$ cat src/rtl/mul_sequencer.sv
// -----------------------------------------------------------------------------
// mul_sequencer
//
// Multi-cycle shift-add multiply controller for the 8-bit single-cycle CPU.
// It takes over the MUL opcode from the ALU path. It holds the PC through
// BUSYWAIT while it iterates, then writes the low product byte to the
// register file in a single writeback cycle.
//
// Timing per MUL: 1 accept edge (IDLE) + WIDTH RUN edges + 1 WRITE edge.
// BUSYWAIT is high for WIDTH+1 cycles and drops in the WRITE cycle, so the
// PC advances on the same edge at which reg_file captures the product.
//
// Ports:
//   CLK              system clock, rising-edge
//   RESET            synchronous, active-low reset
//   START            high while the current instruction is MUL
//   OPERAND_A        multiplicand (REGOUT1)
//   OPERAND_B        multiplier   (REGOUT2)
//   DEST_REG         destination register address
//   BUSYWAIT         stall request to the PC update logic
//   MUL_WRITEENABLE  register-file write enable for the product
//   MUL_WRITEREG     register-file write address
//   MUL_RESULT       low WIDTH bits of the unsigned product
//   OVERFLOW         high if any upper-half product bit is set
//   DONE             one-cycle pulse in the writeback cycle
// -----------------------------------------------------------------------------
module mul_sequencer #(
  parameter int WIDTH   = 8,
  parameter int REGADDR = 3,
  parameter int CNTW    = 4
) (
  input  logic               CLK,
  input  logic               RESET,
  input  logic               START,
  input  logic [WIDTH-1:0]   OPERAND_A,
  input  logic [WIDTH-1:0]   OPERAND_B,
  input  logic [REGADDR-1:0] DEST_REG,
  output logic               BUSYWAIT,
  output logic               MUL_WRITEENABLE,
  output logic [REGADDR-1:0] MUL_WRITEREG,
  output logic [WIDTH-1:0]   MUL_RESULT,
  output logic               OVERFLOW,
  output logic               DONE
);

  typedef enum logic [1:0] {
    IDLE  = 2'd0,
    RUN   = 2'd1,
    WRITE = 2'd2
  } state_e;

  localparam logic [CNTW-1:0] LAST_ITER = CNTW'(WIDTH - 1);

  state_e               state_q,  state_d;
  logic [2*WIDTH-1:0]   acc_q,    acc_d;
  logic [2*WIDTH-1:0]   mcand_q,  mcand_d;
  logic [WIDTH-1:0]     mplier_q, mplier_d;
  logic [CNTW-1:0]      cnt_q,    cnt_d;
  logic [REGADDR-1:0]   dest_q,   dest_d;
  // Last written product, so MUL_RESULT/OVERFLOW hold between operations.
  logic [WIDTH-1:0]     result_q, result_d;
  logic                 ovf_q,    ovf_d;

  // Next-state and datapath logic.
  // NOTE: every signal gets a default at the top of the block; without it a
  // path through the case that skips an assignment would infer a latch.
  always_comb begin
    state_d  = state_q;
    acc_d    = acc_q;
    mcand_d  = mcand_q;
    mplier_d = mplier_q;
    cnt_d    = cnt_q;
    dest_d   = dest_q;
    result_d = result_q;
    ovf_d    = ovf_q;

    case (state_q)
      IDLE: begin
        if (START) begin
          // Operands are latched here; later register-file writes to the
          // source registers cannot disturb the running multiply.
          acc_d    = '0;
          mcand_d  = {{WIDTH{1'b0}}, OPERAND_A};
          mplier_d = OPERAND_B;
          dest_d   = DEST_REG;
          cnt_d    = '0;
          state_d  = RUN;
        end
      end

      RUN: begin
        if (mplier_q[0]) begin
          acc_d = acc_q + mcand_q;
        end
        mcand_d  = mcand_q << 1;
        mplier_d = mplier_q >> 1;
        cnt_d    = cnt_q + CNTW'(1);
        // Always WIDTH iterations: constant latency, no early exit on zero.
        if (cnt_q == LAST_ITER) begin
          state_d = WRITE;
        end
      end

      WRITE: begin
        result_d = acc_q[WIDTH-1:0];
        ovf_d    = |acc_q[2*WIDTH-1:WIDTH];
        state_d  = IDLE;
      end

      default: state_d = IDLE;
    endcase
  end

  // NOTE: sequential state uses non-blocking assignments so every register
  // samples the pre-edge values, independent of statement order.
  always_ff @(posedge CLK) begin
    if (!RESET) begin
      state_q  <= IDLE;
      acc_q    <= '0;
      mcand_q  <= '0;
      mplier_q <= '0;
      cnt_q    <= '0;
      dest_q   <= '0;
      result_q <= '0;
      ovf_q    <= 1'b0;
    end else begin
      state_q  <= state_d;
      acc_q    <= acc_d;
      mcand_q  <= mcand_d;
      mplier_q <= mplier_d;
      cnt_q    <= cnt_d;
      dest_q   <= dest_d;
      result_q <= result_d;
      ovf_q    <= ovf_d;
    end
  end

  // Output decode. BUSYWAIT must follow START combinationally in IDLE so the
  // PC does not advance on the accepting edge. Everything is forced low while
  // RESET is asserted, which also suppresses a write on an aborted WRITE.
  always_comb begin
    BUSYWAIT        = 1'b0;
    MUL_WRITEENABLE = 1'b0;
    MUL_WRITEREG    = '0;
    MUL_RESULT      = '0;
    OVERFLOW        = 1'b0;
    DONE            = 1'b0;

    if (RESET) begin
      MUL_WRITEREG = dest_q;
      MUL_RESULT   = result_q;
      OVERFLOW     = ovf_q;

      case (state_q)
        IDLE: BUSYWAIT = START;
        RUN:  BUSYWAIT = 1'b1;
        WRITE: begin
          MUL_WRITEENABLE = 1'b1;
          DONE            = 1'b1;
          MUL_RESULT      = acc_q[WIDTH-1:0];
          OVERFLOW        = |acc_q[2*WIDTH-1:WIDTH];
        end
        default: BUSYWAIT = 1'b0;
      endcase
    end
  end

endmodule
$ cat config.mk
export PLATFORM = sky130hd
export DESIGN_NAME = mul_sequencer
export DESIGN_NICKNAME = d
export VERILOG_FILES = /design/src/rtl/mul_sequencer.sv
export SDC_FILE = /design/constraint.sdc
export NUM_CORES = 1
export LEC_CHECK = 0
export BUFFER_PORTS_ARGS = -buffer_cell sky130_fd_sc_hd__buf_4
export CAP_MARGIN = 20
export CORE_UTILIZATION = 30
export DETAILED_ROUTE_END_ITERATION = 8
export MAX_ROUTING_LAYER = met4
export RECOVER_POWER = 50
export SYNTH_ARGS = -nofsm -noshare
export SYNTH_HDL_FRONTEND = slang
export SYNTH_SLANG_ARGS = --single-unit
$ cat constraint.sdc
create_clock -name CLK -period 4.2 [get_ports CLK]
set_input_delay 0.21 -clock CLK [delete_from_list [all_inputs] [get_ports CLK]]
set_output_delay 0.21 -clock CLK [all_outputs]
set_load 0.01 [all_outputs]
==> reports/qor.txt <==
Status: finished with violations
Violated checks: max-capacitance violations, max-slew violations
Cts bufs inserted: 9
Met2 routed WL: 3130 um
Pwr Total: 1.28 mW
Crit path capture type: flip-flop
Max incr delay on CP: 1.45 ns
Worst-Skew Late Latency: 0.34 ns
Post-route insts no fill: 515
Final Hold Viols: 0
Cells after synthesis: 351
# clock sinks: 58
EDFF count, synth: 0
CTS max path bufs: 2
Die H: 102 um
Final setup violation count: 0
Fin crit period: 2.71 ns
Post-synthesis cell type count: 53
Antenna cell count: 0
DRT antenna net count: 0
Crit path max-delay cell type: clkbuf_1
Cell Chain, Critical Path: clkbuf_1 > nand2_1 > or4_4 > o211ai_2
VDD IR-drop max: 180 uV
H-tree Lvls: 3
Vias per cell: 5.04
Die footprint: 10300 um^2
Main synth FF type: dfxtp_1
Most common cell in the synthesized netlist: dfxtp_1
Ratio of cells with drive above 1 in the final layout: 0.158
FILL cells: 990
Cell Area, Placed: 3330 um^2
Worst R2R Path Depth: 9
Worst-path maximum fanout: 56
Crit path max-delay family: buffers and inverters
CP Data Required Time: 4.46 ns
Overflow after GRT: 0
Levels on crit path: 4
RSZ-0062 raised after global routing: no
Startpoint types: input port
Metal-1 WL: 3530 um
Synthesized flop and latch total: 58
Max-slew headroom: -0.376
Largest area contributor in the netlist: dfxtp_1
Tcrit/Tclk final: 0.646
Core Area: 9420 um^2
WL final: 7040 um
Initial DRC Count: 83
WL per Instance: 13.7 um
Storage cell area: 1160 um^2
Via count: 2596
Tightest Pin Transition: 2.06 ns
Power per cell area: 360 nW/um^2
Clock slew at reported path FFs: 0.07 ns
R2r endpoint: acc_q[8]
FMAX: 368 MHz
Setup TNS Final: 0 ns
Footprint of the multi-input gates: 1690 um^2
Worst Setup EP: acc_q[15]
Placed Instances: 499
Hold crit path type: input port to flip-flop
I/O pin count: 37
Met3 WL: 301 um
Mapped Area: 2970 um^2
Drt first pass iters: 5
Critical Path Source: RESET
Sequential fraction of the synthesis area: 0.391
Pins Over Slew Limit: 57
Kind of critical path: input port to flip-flop
FP Rows: 35
Final GP Congestion: 0.921
Initial Util: 0.316
Port Buf Inserts: 36
Vias in the first global route: 2429
Critical R2R Launch: acc_q[0]
Area share of the largest cell type after synthesis: 0.391
Detailed Place HPWL: 4950 um
CP bufs+invs: 1
Syn. warnings: 0
Largest net degree at the start of global routing: 57
Die W: 102 um
PostCTS Resize Cnt: 0
Commonest cells in the netlist: 58 x dfxtp_1, 55 x nand2_1, 29 x nor2_1, 27 x a21boi_0, 16 x ha_1
Final net count: 420
Synth Area per Inst: 8.47 um^2
Antenna violations before repair: 0
CTS tree: done
CP arrival: 2.98 ns
Highest routed layer: met4
Leakage: 1.41 nW
Syn nets: 390
FF-to-FF setup slack: 1.93 ns
Syn-to-layout area delta: 19.1%
# Post-CTS Setup Buffers: 0
Post-synthesis async set-or-reset flop share: 0
Final Cell Area: 3540 um^2
Hold Buf Count CTS: 0
GRT Util Overall: 0.155
DRC Markers: 0
Clk root buf: clkbuf_8
Max_cap viols: 1
Ranking of synthesized cells by area: dfxtp_1 39%, nand2_1 6.9%, a21boi_0 6.8%, ha_1 6.7%, nor2_1 3.7%
First-pass GRT wire length: 11900 um
Worst Skew: 0.0110 ns
==> sequential cells by signal (all words and copies together) (netlist names) <==
name      count
acc_q        16
ovf_q         1
mplier_q      8
cnt_q         4
mcand_q      16
result_q      8
dest_q        3
state_q       2
==> cell type report <==
cell class,count,area share
Timing Repair Buffer,39,0.0806
Tap cell,129,0.0456
Multi-Input combinational cell,267,0.478
Clock buffer,11,0.0399
Inverter,6,0.00636
Clock inverter,5,0.0219
Sequential cell,58,0.328
==> worst min-delay path, delay by kind of cell <==
kind                   cells  cell delay, ns
AOI/OAI and AO/OA          1            0.06
and+or+nand+nor            1            0.04
buffers and inverters      1            0.11
==> metrics by stage <==
stage / worst slack (ns) / hold WS (ns) / util
floorplan: 2.16 / 0.355 / -
global placement: 2.05 / 0.452 / 0.353
detailed placement: 1.99 / 0.456 / 0.353
CTS: 1.69 / 0.111 / 0.377
global route: 1.15 / 0.127 / 0.376
finish: 1.49 / 0.127 / 0.376
==> layout by cell type (no fill, tap or decap), types with 4 or more instances in the layout <==
cell type	Yosys	routed
xnor2_1	5	5
xor2_1	4	4
inv_1	6	6
buf_4	1	37
nand3_1	14	14
nor2_1	29	29
nand2_1	55	55
a31oi_1	4	4
a21o_1	5	5
a21boi_0	27	27
a21oi_1	14	14
clkbuf_8	1	10
dfxtp_1	58	58
nor2b_1	11	11
o21ai_0	13	13
ha_1	16	16
o221ai_1	9	9
a22oi_1	9	9
==> layer usage <==
layer,GRT usage,vias up
li1,-,1310
met1,0.202,1215
met2,0.226,63
met3,0.0407,8
met4,0.0602,0
met5,-,-
==> how the worst min path moves through the flow <==
stage	from	endpoint	slack [ns]	depth (start not counted)
2_1_floorplan	DEST_REG[0]	dest_q[0]	0.35	2
3_3_place_gp	dest_q[0]	dest_q[0]	0.45	2
3_5_place_dp	dest_q[0]	dest_q[0]	0.46	2
4_1_cts	OPERAND_B[7]	mplier_q[7]	0.11	3
5_1_grt	DEST_REG[0]	dest_q[0]	0.13	3
6_report	OPERAND_B[7]	mplier_q[7]	0.13	3
==> logic make-up (layout without fill, tap and decap cells) <==
group                    count (synthesis)  count (layout)  synth area share
multiplexers                             1               1           0.00337
AND/OR/NAND/NOR                        137             137             0.219
flip-flops                              58              58             0.391
XOR/XNOR                                 9               9            0.0265
adder cells (fa/ha/maj)                 17              17            0.0741
AO/OA/AOI/OAI                          103             103             0.245
buffers and inverters                   26              61            0.0404
==> power by group <==
group          internal [mW]  switching, mW
Clock                  0.348          0.225
Combinational         0.0497         0.0695
Sequential             0.569         0.0153
No activity file was read; power rests on OpenSTA's default activity.
